<file path="src/rtl/rx_link_fault_ctrl_pkg.sv">
// rtl/rx_link_fault_ctrl_pkg.sv - shared encodings and column classifier for the RS link-fault sequencer
package rx_link_fault_ctrl_pkg;

   typedef enum logic [1:0] {
      LF_OK     = 2'b00,
      LF_LOCAL  = 2'b01,
      LF_REMOTE = 2'b10
   } lf_t;

   typedef enum logic [1:0] {
      ST_INIT  = 2'b00,
      ST_COUNT = 2'b01,
      ST_FAULT = 2'b10
   } state_t;

   localparam logic [7:0] SEQUENCE = 8'h59;

   // Local fault wins when both flags are present in the same column.
   function automatic lf_t col_type_of(input logic valid, input logic lf, input logic rf);
      if (!valid)  return LF_OK;
      else if (lf) return LF_LOCAL;
      else if (rf) return LF_REMOTE;
      else         return LF_OK;
   endfunction

endpackage

</file>
<file path="src/rtl/rx_sat_cnt.sv">
// rtl/rx_sat_cnt.sv - saturating event counter with synchronous clear
module rx_sat_cnt #(
   parameter int CNT_W = 16
) (
   input  logic             clk,
   input  logic             reset_n,
   input  logic             inc,
   input  logic             clr,
   output logic [CNT_W-1:0] q
);

   always_ff @(posedge clk or negedge reset_n) begin
      if (!reset_n)
         q <= '0;
      else if (clr)
         q <= '0;
      else if (inc && (q != {CNT_W{1'b1}}))
         q <= q + 1'b1;
   end

endmodule

</file>
<file path="src/rtl/rx_link_fault_ctrl.sv">
// rtl/rx_link_fault_ctrl.sv - qualifies RS receive fault columns into link status and TX control
module rx_link_fault_ctrl
   import rx_link_fault_ctrl_pkg::*;
#(
   parameter int COL_WINDOW = 128,
   parameter int SEQ_THRESH = 4,
   parameter int CNT_W      = 16
) (
   input  logic             rxclk,
   input  logic             reset_n,
   input  logic             col_valid,
   input  logic             local_fault,
   input  logic             remote_fault,
   input  logic             stat_clr,
   output logic [1:0]       link_fault,
   output logic             link_ok,
   output logic             tx_send_rf,
   output logic             tx_send_idle,
   output logic             fault_event,
   output logic [CNT_W-1:0] local_cnt,
   output logic [CNT_W-1:0] remote_cnt
);

   localparam int COL_W = $clog2(COL_WINDOW) + 1;
   localparam int SEQ_W = $clog2(SEQ_THRESH) + 1;

   state_t           state;
   lf_t              last_type;
   lf_t              col_type;
   lf_t              link_q;
   lf_t              link_nxt;
   logic [COL_W-1:0] col_cnt;
   logic [SEQ_W-1:0] seq_cnt;
   logic             is_fault, same_type, seq_hit, col_hit, fire, expire;

   assign col_type  = col_type_of(col_valid, local_fault, remote_fault);
   assign is_fault  = (col_type != LF_OK);
   assign same_type = is_fault && (col_type == last_type);
   assign seq_hit   = ((seq_cnt + 1'b1) == SEQ_W'(SEQ_THRESH));
   assign col_hit   = ((col_cnt + 1'b1) == COL_W'(COL_WINDOW));
   assign fire      = (state == ST_COUNT) && same_type && seq_hit;
   assign expire    = col_valid && !is_fault && (state != ST_INIT) && col_hit;

   // Status only moves on a qualified fault or on window expiry; otherwise it holds.
   always_comb begin
      link_nxt = link_q;
      if (fire)        link_nxt = last_type;
      else if (expire) link_nxt = LF_OK;
   end

   always_ff @(posedge rxclk or negedge reset_n) begin
      if (!reset_n) begin
         state        <= ST_INIT;
         last_type    <= LF_OK;
         seq_cnt      <= '0;
         col_cnt      <= '0;
         link_q       <= LF_OK;
         link_ok      <= 1'b1;
         tx_send_rf   <= 1'b0;
         tx_send_idle <= 1'b0;
         fault_event  <= 1'b0;
      end else begin
         link_q       <= link_nxt;
         link_ok      <= (link_nxt == LF_OK);
         tx_send_rf   <= (link_nxt == LF_LOCAL);
         tx_send_idle <= (link_nxt == LF_REMOTE);
         fault_event  <= fire;
         if (col_valid) begin
            if (is_fault && !same_type) begin
               state     <= ST_COUNT;
               last_type <= col_type;
               seq_cnt   <= SEQ_W'(1);
               col_cnt   <= '0;
            end else if (same_type) begin
               col_cnt <= '0;
               if (fire) begin
                  state   <= ST_FAULT;
                  seq_cnt <= '0;
               end else if (state == ST_COUNT) begin
                  seq_cnt <= seq_cnt + 1'b1;
               end
            end else if (state != ST_INIT) begin
               if (col_hit) begin
                  state     <= ST_INIT;
                  last_type <= LF_OK;
                  seq_cnt   <= '0;
                  col_cnt   <= '0;
               end else begin
                  col_cnt <= col_cnt + 1'b1;
               end
            end
         end
      end
   end

   assign link_fault = link_q;

   rx_sat_cnt #(.CNT_W(CNT_W)) u_local_cnt (
      .clk     (rxclk),
      .reset_n (reset_n),
      .inc     (fire && (last_type == LF_LOCAL)),
      .clr     (stat_clr),
      .q       (local_cnt)
   );

   rx_sat_cnt #(.CNT_W(CNT_W)) u_remote_cnt (
      .clk     (rxclk),
      .reset_n (reset_n),
      .inc     (fire && (last_type == LF_REMOTE)),
      .clr     (stat_clr),
      .q       (remote_cnt)
   );

endmodule

</file>
<file path="config.mk">
export PLATFORM = sky130hd
export DESIGN_NAME = rx_link_fault_ctrl
export DESIGN_NICKNAME = d
export VERILOG_FILES = /design/src/rtl/rx_link_fault_ctrl_pkg.sv /design/src/rtl/rx_sat_cnt.sv /design/src/rtl/rx_link_fault_ctrl.sv
export SDC_FILE = /design/constraint.sdc
export NUM_CORES = 1
export LEC_CHECK = 0
export ABC_AREA = 1
export BUFFER_PORTS_ARGS = -buffer_cell sky130_fd_sc_hd__buf_4
export CAP_MARGIN = 20
export CELL_PAD_IN_SITES_DETAIL_PLACEMENT = 0
export CELL_PAD_IN_SITES_GLOBAL_PLACEMENT = 1
export CORE_ASPECT_RATIO = 1.2
export CORE_UTILIZATION = 42
export CTS_CLUSTER_DIAMETER = 60
export CTS_CLUSTER_SIZE = 25
export DETAILED_ROUTE_END_ITERATION = 10
export PLACE_DENSITY = 0.88
export SLEW_MARGIN = 20
export SYNTH_ARGS = -nofsm -noshare
export SYNTH_HDL_FRONTEND = slang
export SYNTH_SLANG_ARGS = --single-unit
</file>
<file path="constraint.sdc">
create_clock -name rxclk -period 2.3 [get_ports rxclk]
set_input_delay 0.46 -clock rxclk [delete_from_list [all_inputs] [get_ports rxclk]]
set_output_delay 0.46 -clock rxclk [all_outputs]
set_load 0.1 [all_outputs]
</file>
==> results.py <==
metrics = {
    "finish": {
        "fin_area_mm2": 0.00365,
        "final_layout_size_suffix_gt1_share_pct": 18.1,
        "syn_to_final_growth_pct": 16.3,
        "n_antenna_cell": 0,
        "layout.nets": 463,
    },
    "cts": {
        "path_clk_slew_ps": 100,
        "cts_sinks": 53,
        "clk_latency_ps": 310,
        "cts_buffer_depth": 2,
        "post-cts-setup-buffers": 0,
        "ctsResizeCount": 0,
        "postCtsHoldBufs": 0,
        "cts_buffers": 5,
        "tritoncts": "yes",
        "cts_root_buffer": "clkbuf_8",
        "cts_max_level": 2,
    },
    "placed_design": {
        "placedInstanceArea_mm2": 0.00357,
        "port-buffer-count": 43,
        "place_congestion": 0.859,
        "dp_hpwl_mm": 5.08,
    },
    "pwr": {
        "max-vdd-ir-drop_mv": 0.537,
        "p_leak_nw": 1.78,
        "power_density_mw_per_mm2": 586,
    },
    "die": {
        "die_area_mm2": 0.00782,
        "fp.coreArea_mm2": 0.00723,
        "start_util_pct": 43.4,
        "core.rowCount": 34,
        "die_h_um": 96.7,
        "die_w_um": 80.9,
        "num_io_pins": 44,
    },
    "synth": {
        "yosys.cell_types.count": 34,
        "synthTopCellsByCount": "105 x nand2_1, 52 x dfrtp_1, 50 x nand3_1, 41 x nor2_1, 36 x inv_1",
        "synthCells": 404,
        "syn_nets": 415,
        "yosysSeqAreaShare_pct": 42.3,
        "synth_area_mm2": 0.00314,
        "synth-seq-cells": 53,
        "synth_top_area_share_pct": 41.5,
        "syn_avg_cell_area_um2": 7.76,
        "yosysMostFrequentCell": "nand2_1",
        "async_flop_share_pct": 100,
        "synth.largest_area_cell": "dfrtp_1",
        "synth_edf_count": 0,
        "yosys_warnings": 0,
        "yosys-top-cells-area": "dfrtp_1 41%, nand2_1 13%, nand3_1 8.0%, nor2_1 4.9%, xor2_1 4.5%",
        "synthFlopType": "dfrtp_1",
    },
    "flow_run": {
        "maxCapViolations": 0,
    },
    "timing": {
        "slew_headroom_pct": 54.3,
        "finalSetupViolCount": 0,
        "period_minus_slack_ps": 1980,
        "tightestPinTransition_ps": 685,
        "hold_viol": 0,
        "slew_viol_final": 0,
        "holdWs_ps": 188,
        "rsz0062_at_grt": "no",
        "tns_ps": 0,
        "clock.fmax_ghz": 0.505,
        "finalClockSkew_ps": 11.8,
        "min_period_over_period_pct": 86.1,
    },
    "grt": {
        "grt_pass1_vias": 2660,
        "grt_pass1_wl_mm": 12.1,
        "antenna_found_initial": 0,
        "gr-usage-all-layers_pct": 19.6,
        "grt_max_degree": 54,
        "grt-ovfl-total": 0,
    },
    "worst_setup_path": {
        "arrival_ps": 2180,
        "path_class": "register to register",
        "worstPathRequired_ps": 2490,
        "worstSetupEndpointType": "register",
        "cp_max_fo": 17,
        "cp-start-kind": "register",
    },
    "route": {
        "drt-pass1-iter-count": 4,
        "drt_iter0_markers": 182,
        "wl_per_cell_um": 13.0,
        "postRouteWirelength_mm": 7.07,
        "drc_errors": 0,
        "routed_via_density": 5.15,
        "ant_nets": 0,
        "vias": 2797,
    },
    "hold_path": {
        "hp-class": "input pin to async pin",
    },
    "run_status": {
        "status": "finished clean",
    },
}
[metrics by stage]
step / cells / utilization, % / total power, mW / setup WS [ps]
floorplan: 404 / - / 1.50 / 27.3
global placement: 535 / 49.3 / 1.64 / 353
detailed placement: 535 / 49.3 / 1.65 / 335
CTS: 543 / 50.4 / 2.16 / 317
global route: 543 / 50.4 / 2.26 / 152
finish: 543 / 50.4 / 2.14 / 319
[layer usage]
metal / GRT usage [%] / vias to the layer above / wire length (µm)
met5: 0 / - / 0
met4: 6.04 / 0 / 97
met3: 3.21 / 8 / 211
met2: 31.2 / 55 / 3490
met1: 27.0 / 1317 / 3270
li1: - / 1417 / -
[sequential cells by signal (all words and copies together) (netlist names)]
signal,cells
fault_event,1
u_remote_cnt.q,16
u_local_cnt.q,16
link_ok,1
col_cnt,8
tx_send_rf,1
tx_send_idle,1
last_type,2
state,2
seq_cnt,3
link_fault,2
[layout make-up]
type,instances,area [µm²]
Multi-Input combinational cell,305,1620
Timing Repair Buffer,47,353
Inverter,40,150
Sequential cell,53,1330
Clock buffer,8,80.1
Tap cell,90,113
Fill cell,727,3580
[worst max-delay path, cell delays in order (launching register included)]
cell,delay [ps]
dfrtp_2,410
ha_1,210
nand2_2,90
nor3_4,280
inv_2,80
nor2_4,100
nand3_2,130
nand2_4,220
nand2_1,180
nand2_1,110
nand2_1,50
[power by group]
part	internal [mW]	switching, mW	leakage, nW
Clock	0.217	0.298	0.0395
Sequential	1.00	0.0505	0.709
Combinational	0.132	0.434	1.03
[placed cells by master (no fill, tap or decap), types with 4 or more instances in the layout]
master | synthesis | routed
nand2_1 | 105 | 105
nand3_1 | 50 | 50
dfrtp_1 | 52 | 48
buf_4 | 0 | 47
nor2_1 | 41 | 41
inv_1 | 36 | 36
o21ai_0 | 26 | 26
xor2_1 | 16 | 16
nand4_1 | 11 | 11
o21ai_1 | 10 | 10
nor3_1 | 5 | 5
ha_1 | 5 | 5
clkbuf_8 | 0 | 5
nand3_2 | 4 | 4
a21oi_1 | 4 | 4
xnor2_1 | 4 | 4
dfrtp_2 | 0 | 4
[worst paths after layout]
path / startpoint / endpoint / cells after the start / slack, ps
min in group rxclk: local_fault / last_type[0] / 3 / 440
hold / removal: reset_n / col_cnt[5] / 1 / 190
setup reg to reg: u_remote_cnt.q[0] / u_remote_cnt.q[11] / 10 / 320
hold reg to reg: seq_cnt[2] / seq_cnt[2] / 2 / 510
max in group asynchronous: reset_n / u_local_cnt.q[0] / 1 / 1610
setup / recovery: u_remote_cnt.q[0] / u_remote_cnt.q[11] / 10 / 320
[logic make-up (layout without fill, tap and decap cells)]
family,count (synthesis),count (layout),share of synthesized area (%)
adder cells (fa/ha/maj),5,5,1.99
AND/OR/NAND/NOR,237,237,37.0
buffers and inverters,46,95,6.06
XOR/XNOR,20,20,5.58
flip-flops,53,53,42.3
AO/OA/AOI/OAI,43,43,7.06
Power figures use the tool's default switching activity.
